`config.mk`:
```
export PLATFORM = sky130hd
export DESIGN_NAME = if_fetch_stage_flat
export DESIGN_NICKNAME = d
export VERILOG_FILES = /design/src/rtl/if_fetch_stage_if.sv /design/src/rtl/if_fetch_stage.sv /design/src/flat_wrapper.sv
export SDC_FILE = /design/constraint.sdc
export NUM_CORES = 1
export LEC_CHECK = 0
export CAP_MARGIN = 20
export CORE_MARGIN = 2
export CORE_UTILIZATION = 49
export CTS_CLUSTER_SIZE = 25
export DETAILED_ROUTE_END_ITERATION = 16
export PLACE_DENSITY = 0.93
export SYNTH_ARGS = -nofsm -noshare
export SYNTH_HDL_FRONTEND = slang
export SYNTH_SLANG_ARGS = --single-unit
```
`constraint.sdc`:
```
create_clock -name clk -period 4.1 [get_ports clk]
set_clock_uncertainty 0.2 [all_clocks]
set_input_delay 0.41 -clock clk [delete_from_list [all_inputs] [get_ports clk]]
set_output_delay 0.41 -clock clk [all_outputs]
set_load 0.005 [all_outputs]
```
`src/rtl/if_fetch_stage_if.sv`:
```
// Bundle of the fetch-stage signals: ID-stage redirect/hazard controls,
// instruction-memory address/data, and the IF/ID pipeline register outputs.
// The fetch stage uses the master view; the ID stage / memory side uses slave.
interface if_fetch_stage_if;
    logic        Stall;
    logic        PCSrc;
    logic        Jump;
    logic        If_Id_Flush;
    logic [31:0] Branch_Target;
    logic [31:0] Jump_Target;
    logic [31:0] Imem_Data;
    logic [31:0] Imem_Addr;
    logic [31:0] If_Id_Instr;
    logic [31:0] If_Id_PC4;
    logic        If_Id_Valid;
    logic [31:0] Fetch_Count;

    modport master (
        input  Stall, PCSrc, Jump, If_Id_Flush,
        input  Branch_Target, Jump_Target, Imem_Data,
        output Imem_Addr, If_Id_Instr, If_Id_PC4, If_Id_Valid, Fetch_Count
    );

    modport slave (
        output Stall, PCSrc, Jump, If_Id_Flush,
        output Branch_Target, Jump_Target, Imem_Data,
        input  Imem_Addr, If_Id_Instr, If_Id_PC4, If_Id_Valid, Fetch_Count
    );
endinterface

```
`src/rtl/if_fetch_stage.sv`:
```
// Instruction-fetch stage: PC register, next-PC selection (jump > branch > +4),
// IF/ID pipeline register with squash on redirect/flush, delivered-instruction
// counter, and a boot sequencer that holds fetch for BOOT_CYCLES after reset.
// Optional macro DELAY_SLOT_EN: a redirect keeps the instruction fetched in the
// redirect cycle (MIPS delay slot) instead of squashing it.
module if_fetch_stage #(
    parameter logic [31:0] RESET_PC    = 32'h0000_0000,
    parameter logic [31:0] NOP_INSTR   = 32'h0000_0000,
    parameter int unsigned BOOT_CYCLES = 2
) (
    input  logic             clk,
    input  logic             rst_n,
    if_fetch_stage_if.master bus
);

    typedef enum logic [0:0] {
        ST_BOOT = 1'b0,
        ST_RUN  = 1'b1
    } state_e;

    localparam logic [3:0] BOOT_INIT = 4'(BOOT_CYCLES - 1);

    state_e      state_q, state_d;
    logic [3:0]  boot_cnt_q, boot_cnt_d;
    logic [31:0] pc_q, pc_d;
    logic [31:0] instr_q, instr_d;
    logic [31:0] pc4_q, pc4_d;
    logic        valid_q, valid_d;
    logic [31:0] count_q, count_d;

    logic [31:0] pc_plus4;
    logic        redirect;
    logic        squash;

    assign pc_plus4 = pc_q + 32'd4;
    assign redirect = (bus.Jump | bus.PCSrc) & ~bus.Stall;

`ifdef DELAY_SLOT_EN
    // The redirect-cycle instruction is a delay slot and is kept.
    assign squash = bus.If_Id_Flush;
`else
    // The redirect-cycle instruction is wrong-path and becomes a bubble.
    assign squash = bus.If_Id_Flush | redirect;
`endif

    assign bus.Imem_Addr   = pc_q;
    assign bus.If_Id_Instr = instr_q;
    assign bus.If_Id_PC4   = pc4_q;
    assign bus.If_Id_Valid = valid_q;
    assign bus.Fetch_Count = count_q;

    // Next-state logic: boot countdown, PC selection and IF/ID load.
    always_comb begin
        // NOTE: every signal gets its hold value first so no path leaves it unassigned (no latch).
        state_d    = state_q;
        boot_cnt_d = boot_cnt_q;
        pc_d       = pc_q;
        instr_d    = instr_q;
        pc4_d      = pc4_q;
        valid_d    = valid_q;
        count_d    = count_q;

        case (state_q)
            ST_BOOT: begin
                instr_d = NOP_INSTR;
                valid_d = 1'b0;
                if (boot_cnt_q == 4'd0) begin
                    state_d = ST_RUN;
                end else begin
                    boot_cnt_d = boot_cnt_q - 4'd1;
                end
            end
            ST_RUN: begin
                if (!bus.Stall) begin
                    if (redirect) begin
                        pc_d = bus.Jump ? bus.Jump_Target : bus.Branch_Target;
                    end else begin
                        pc_d = pc_plus4;
                    end
                    pc4_d = pc_plus4;
                    if (squash) begin
                        instr_d = NOP_INSTR;
                        valid_d = 1'b0;
                    end else begin
                        instr_d = bus.Imem_Data;
                        valid_d = 1'b1;
                        count_d = count_q + 32'd1;
                    end
                end
            end
            default: state_d = ST_BOOT;
        endcase
    end

    // State register with synchronous active-low reset.
    always_ff @(posedge clk) begin
        // NOTE: registers use non-blocking assignments so every flop samples pre-edge values.
        if (!rst_n) begin
            state_q    <= ST_BOOT;
            boot_cnt_q <= BOOT_INIT;
            pc_q       <= RESET_PC;
            instr_q    <= NOP_INSTR;
            pc4_q      <= RESET_PC;
            valid_q    <= 1'b0;
            count_q    <= 32'd0;
        end else begin
            state_q    <= state_d;
            boot_cnt_q <= boot_cnt_d;
            pc_q       <= pc_d;
            instr_q    <= instr_d;
            pc4_q      <= pc4_d;
            valid_q    <= valid_d;
            count_q    <= count_d;
        end
    end

endmodule

```
`src/flat_wrapper.sv`:
```
// flat-port wrapper written by rule: the top's interface ports become plain ports
module if_fetch_stage_flat 
#(
    parameter logic [31:0] RESET_PC    = 32'h0000_0000,
    parameter logic [31:0] NOP_INSTR   = 32'h0000_0000,
    parameter int unsigned BOOT_CYCLES = 2
)
  (clk, rst_n, bus_Stall, bus_PCSrc, bus_Jump, bus_If_Id_Flush, bus_Branch_Target, bus_Jump_Target, bus_Imem_Data, bus_Imem_Addr, bus_If_Id_Instr, bus_If_Id_PC4, bus_If_Id_Valid, bus_Fetch_Count);
  if_fetch_stage_if bus_i ();
  input  logic clk;
  input  logic rst_n;
  input wire logic [$bits(bus_i.Stall)-1:0] bus_Stall;
  input wire logic [$bits(bus_i.PCSrc)-1:0] bus_PCSrc;
  input wire logic [$bits(bus_i.Jump)-1:0] bus_Jump;
  input wire logic [$bits(bus_i.If_Id_Flush)-1:0] bus_If_Id_Flush;
  input wire logic [$bits(bus_i.Branch_Target)-1:0] bus_Branch_Target;
  input wire logic [$bits(bus_i.Jump_Target)-1:0] bus_Jump_Target;
  input wire logic [$bits(bus_i.Imem_Data)-1:0] bus_Imem_Data;
  output wire logic [$bits(bus_i.Imem_Addr)-1:0] bus_Imem_Addr;
  output wire logic [$bits(bus_i.If_Id_Instr)-1:0] bus_If_Id_Instr;
  output wire logic [$bits(bus_i.If_Id_PC4)-1:0] bus_If_Id_PC4;
  output wire logic [$bits(bus_i.If_Id_Valid)-1:0] bus_If_Id_Valid;
  output wire logic [$bits(bus_i.Fetch_Count)-1:0] bus_Fetch_Count;
  assign bus_i.Stall = bus_Stall;
  assign bus_i.PCSrc = bus_PCSrc;
  assign bus_i.Jump = bus_Jump;
  assign bus_i.If_Id_Flush = bus_If_Id_Flush;
  assign bus_i.Branch_Target = bus_Branch_Target;
  assign bus_i.Jump_Target = bus_Jump_Target;
  assign bus_i.Imem_Data = bus_Imem_Data;
  assign bus_Imem_Addr = bus_i.Imem_Addr;
  assign bus_If_Id_Instr = bus_i.If_Id_Instr;
  assign bus_If_Id_PC4 = bus_i.If_Id_PC4;
  assign bus_If_Id_Valid = bus_i.If_Id_Valid;
  assign bus_Fetch_Count = bus_i.Fetch_Count;
  if_fetch_stage #(.RESET_PC(RESET_PC), .NOP_INSTR(NOP_INSTR), .BOOT_CYCLES(BOOT_CYCLES)) u_core (.clk(clk), .rst_n(rst_n), .bus(bus_i));
endmodule
```
==> results of run 1 <==
-- final cells by class --
cell class	count	area [um^2]	area share (%)
Clock inverter	8	145.1	1.525
Multi-Input combinational cell	579	3537	37.16
Tap cell	176	220.2	2.313
Antenna cell	1	2.502	0.02629
Clock buffer	23	488.0	5.126
Inverter	9	33.78	0.3549
Sequential cell	134	2683	28.18
Timing Repair Buffer	245	2410	25.32
-- cells by family after synthesis --
kind of cell / after synthesis / synth area share [%]
multiplexers: 29 / 4.539
buffers and inverters: 72 / 4.597
AO/OA/AOI/OAI: 188 / 18.45
XOR/XNOR: 51 / 6.867
AND/OR/NAND/NOR: 308 / 23.74
adder cells (fa/ha/maj): 3 / 0.5771
flip-flops: 134 / 41.24
-- worst max-delay path: cells and delay by family (launching register included) --
| family | cells | cell delay, ps |
|---|---|---|
| compound gates | 1 | 160 |
| fa+ha+maj | 1 | 460 |
| flops | 1 | 510 |
| simple gates | 4 | 1590 |
-- per-layer routing --
metal	vias to the layer above	global-route usage, %	part of all wire, %
met5	-	0	0
li1	3234	-	-
met1	3226	37.21	41
met2	377	44.94	46
met4	0	13.91	3.6
met3	67	8.716	10
-- path summary, 6_finish.rpt --
kind | to | start | cells past startpoint | slack (ps)
hold / removal | u_core.bus.If_Id_PC4[0] | u_core.bus.If_Id_PC4[0] | 2 | 260
setup reg to reg | u_core.bus.Imem_Addr[20] | u_core.bus.Imem_Addr[2] | 6 | 1120
setup / recovery | u_core.bus.Imem_Addr[20] | u_core.bus.Imem_Addr[2] | 6 | 1120
hold reg to reg | u_core.bus.If_Id_PC4[0] | u_core.bus.If_Id_PC4[0] | 2 | 260
-- per-stage QoR --
step	instances	hold slack, ps	area (um^2)	worst slack, ps
4_1_cts	1174	261.7	9517	1167
2_1_floorplan	785	245.6	6505	1571
3_5_place_dp	1143	252.2	8884	734.1
3_3_place_gp	1143	242.3	8884	829.9
5_1_grt	1175	281.6	9519	907.3
6_report	1175	262.3	9519	1116
-- power by group --
part / switching, mW / leakage [nW] / internal, mW
Clock: 0.568 / 0.305 / 1.08
Combinational: 0.355 / 1.90 / 0.405
Sequential: 0.116 / 1.08 / 1.41
-- cells in the final DEF, fill, tap and decap left out, drive strengths merged, types with 3 or more instances in the layout --
cell type and n:
mux2 4, mux2i 25, buf 16, and2 6
nor3 24, nand3 18, o22ai 7, a22oi 35
and3 11, clkdlybuf4s50 229, inv 9, clkbuf 23
or4 9, o211ai 3, and4 6, xor2 27
nand3b 4, nor2 106, a211oi 22, nor4 14
a31oi 3, ha 3, o21ai 43, or3 3
dfxtp 134, nand2b 6, bufinv 4, a21oi 49
a221o 4, nand4 27, xnor2 24, nand2 63
-- flip-flops by register name, indices dropped and copies added, names as in the netlist --
signal,cells
u_core.boot_cnt_q,4
u_core.bus.Fetch_Count,32
u_core.bus.If_Id_Instr,32
u_core.bus.If_Id_PC4,32
u_core.bus.If_Id_Valid,1
u_core.bus.Imem_Addr,32
u_core.state_q,1
==> metrics, run 1 <==
outcome completed; Max Clk Rate 0.3351 GHz; MaxCap Viol Count 0; Worst VDD drop 0.0003083 V; Area Overhead vs Synth 46.34%; fin crit share between 70 and 80%; first drt pass iteration count 7; final slew viol count 0; Fin. Hold Viols 0; layout cells sized above 1 6.212%; final RePlAce weighted congestion 0.9587; Max Root-Sink Buffers 2; CTS Buf Count 17; crit path kind register to register; RSZ-0062 raised after global routing false; ys async rst share 0%; Clock Sink Count 134; Hold Crit Class register to register; Avg WL per Cell around 18 um; DRC 0; Final Critical Period about 3000 ps; total negative slack 0 ps; largest net degree at the start of global routing between 50 and 60; area leader, netlist dfxtp_1; Critical Path Max Stage Delay around 530 ps; vias in the first global route roughly 6,500; Crit Path Max Fanout 8; Final Util a little over 70%; synthesized flop and latch total around 130; Die X-Extent between 100 and 150 um; Setup Viol. Count Final 0; antenna violations before repair 1; CTS H-tree lvls 4; Port Buffers 230; Gate Count Post-Synth ~790; Worst Path Arrival roughly 3200 ps; Row Count 42; Least-Margin Pin Slew approximately 660 ps; Crit path required time between 4000 and 5000 ps; gr ovfl total 0; crit path capture type register; core box area 0.01309 mm^2; CTS resizes 0; filler instances ~940; first-pass GRT wire length approximately 33,000 um; Die ar. ~0.014 mm^2; commonest cells in the netlist dfxtp_1, nor2_1, nand2_1, a21oi_1, clkbuf_1; initial core utilization 49.71%; Syn. warnings 0; Pwr per Cell Area around 410 mW/mm^2; CTS tree done; largest cells by area after synthesis dfxtp_1, nor2_1, a22oi_1, mux2i_1, a21oi_1; IO Count about 230; Leak Pwr ~3.3 nW; Iter 0 DRT Violations about 800; clock root cell clkbuf_16; Die Height ~120 um; Post-Syn Nets ~900; synth unique cells 61; hold_buf cts 0; Final nets about 1,100; Syn Std Cell Area about 0.0065 mm^2; GRT Util Overall 29.11%; vias per cell a little under 6; Worst setup SP type register; Top FF cell, synth dfxtp_1; clock-pin slew on the worst setup and hold paths ~60 ps; sequential share of the synthesized area about two fifths; count leader, synth dfxtp_1; Setup Fix Bufs, Post-CTS 0; post-DP HPWL between 10,000 and 15,000 um; worst rel slew slack between 50% and 60%; Avg Inst Size Synth roughly 8.3 um^2; EDFF count, synth 0; share of the synthesized area in the top cell type 41.24%; Post-Route WL 20,720 um; via count a little under 7,000; DRT antenna net count 0; Final Power 3.931 mW; clock latency on the worst-skew pair roughly 430 ps; critical path's slowest cell nor4_1; cells along the critical path ha_1, and2_0, nand3_1, nor4_1, nor3b_1, o31a_1
No activity file was read; power rests on OpenSTA's default activity.
==> run 2: changes to the inputs <==
CORE_UTILIZATION = 41   (was 49)
PLACE_DENSITY = 0.84   (was 0.93)
clock period = 2.4 ns   (was 4.1 ns; I/O delays follow)
==> run 2 against run 1 <==
  * Die area grew 19%
  * Via count grew 2.0%
  * Power grew 78%
  * Clock-buffer cell count shrank 5
  * Clock power grew 84%
  * First-iteration DRC count shrank 23%
  * Largest power group unchanged
  * Sequential share of layout area shrank 1.5 points
  * Final cell count grew 8.1%
  * Routed wire length grew 5.4%
  * Global-route usage shrank 3.6 points
  * Fmax grew 29%
==> metrics, run 2 (same netlist as run 1, synthesis figures left out) <==
via count 7,045; outcome completed; gr ovfl total 0; DRT antenna net count 0; first-pass GRT wire length around 34,000 um; Iter 0 DRT Violations 636; largest net degree at the start of global routing 38; initial core utilization about 41%; Port Buffers 230; most common cell after layout, fill and taps aside clkdlybuf4s50_1; r2r startpoint u_core.bus.Imem_Addr[8]; first drt pass iteration count 9; FF+latch area approximately 0.0027 mm^2; Area Overhead vs Synth 54.72%; Pwr per Cell Area 697.1 mW/mm^2; Hold Crit Class input pin to register; Post-Route WL 21,850 um; Setup Viol. Count Final 0; layout cells sized above 1 11.40%; crit path capture type register; clock-pin slew on the worst setup and hold paths ~60 ps; clock latency on the worst-skew pair around 420 ps; Max Clk Rate 0.4330 GHz; CTS Buf Count 17; CTS H-tree lvls 4; antenna violations before repair 1; Least-Margin Pin Slew approximately 600 ps; fin crit share between 90% and 100%; Worst Path Arrival around 2500 ps; reg2reg path depth 5; final RePlAce weighted congestion between 0.9 and 1; filler instances around 1,300; Worst VDD drop between 0.0004 and 0.0005 V; post-DP HPWL 15,690 um; Clock Sink Count 134; Fin. Hold Viols 0; vias in the first global route 6,750; Crit path required time ~2600 ps; crit path kind register to register; vias per cell ~5.5; CTS tree done; core box area ~0.016 mm^2; GRT Util Overall between 20 and 30%; Die X-Extent roughly 130 um; DRC 0; Final nets about 1,100; Setup Fix Bufs, Post-CTS 0; footprint of the multi-input gates approximately 0.0035 mm^2; Row Count 46; most frequent cells in the layout clkdlybuf4s50_1, dfxtp_1, nor2_1; Max Root-Sink Buffers 2; IO Count 231; Final Util 64.05%; worst rel slew slack between 50% and 60%; Die Height 130.0 um; Worst setup SP type register; RSZ-0062 raised after global routing false; Worst setup startpoint u_core.bus.Imem_Addr[8]; MaxCap Viol Count 0; Final Critical Period 2309 ps; hold path depth 6; final slew viol count 0; Leak Pwr around 3.6 nW; total negative slack 0 ps; hold wc startpoint bus_Jump; Die ar. roughly 0.017 mm^2; Avg WL per Cell 17.20 um; clock root cell clkbuf_16; Crit Path Max Fanout 7
run 2: layout make-up:
class	instances	area share, %
sequential	134	26.65
inverter	9	0.3357
antenna	1	0.02486
clock inverter	14	2.461
timing repair buffer	299	28.34
tap	216	2.685
clock buffer	18	4.264
multi-input combinational	579	35.23
run 2: final timing paths:
check	slack [ps]	to
worst min-delay path	180	u_core.bus.Fetch_Count[26]
worst min register to register	260	u_core.bus.If_Id_PC4[0]
worst max-delay path	90	u_core.bus.Imem_Addr[17]
worst max register to register	90	u_core.bus.Imem_Addr[17]
run 2: power breakdown:
part / switching [mW] / leakage, nW / total, mW / internal [mW]
Clock: 1.05 / 0.322 / 3.01 / 1.96
Combinational: 0.673 / 2.18 / 1.44 / 0.766
Sequential: 0.152 / 1.08 / 2.56 / 2.41
run 2: critical path, stage by stage, from the launching register on:
cell     delay, ps
dfxtp_1        370
nand4_1        190
or4_1          680
or4_1          520
a21oi_1        160
o21a_1         130
run 2: timing repair:
item | CTS | global route
hold endpoints to repair | 0 | 0
hold buffers | 0 | 0
endpoints found under the setup margin | 0 | 2
resized for setup | 0 | 2
run 2: routing by layer:
layer,vias to the layer above,track usage [%],wire length (um)
met5,-,0,0
met4,0,13.35,855
met3,74,7.995,2046
met2,349,41.36,10150
met1,3284,30.33,8800
li1,3338,-,-
run 2: per-stage QoR:
step / hold slack, ps / setup WS, ps / instance area, um^2 / total power, mW / cells
after floorplan: 201.8 / 41.33 / 6506 / 3.255 / 785
after global placement: 242.5 / -81.61 / 9376 / 4.004 / 1237
after detailed placement: 248.8 / -157.4 / 9376 / 4.035 / 1237
after CTS: 159.4 / 126.4 / 10050 / 7.042 / 1269
after global routing: 217.2 / 22.73 / 10060 / 7.297 / 1270
final: 176.4 / 90.59 / 10060 / 7.016 / 1270
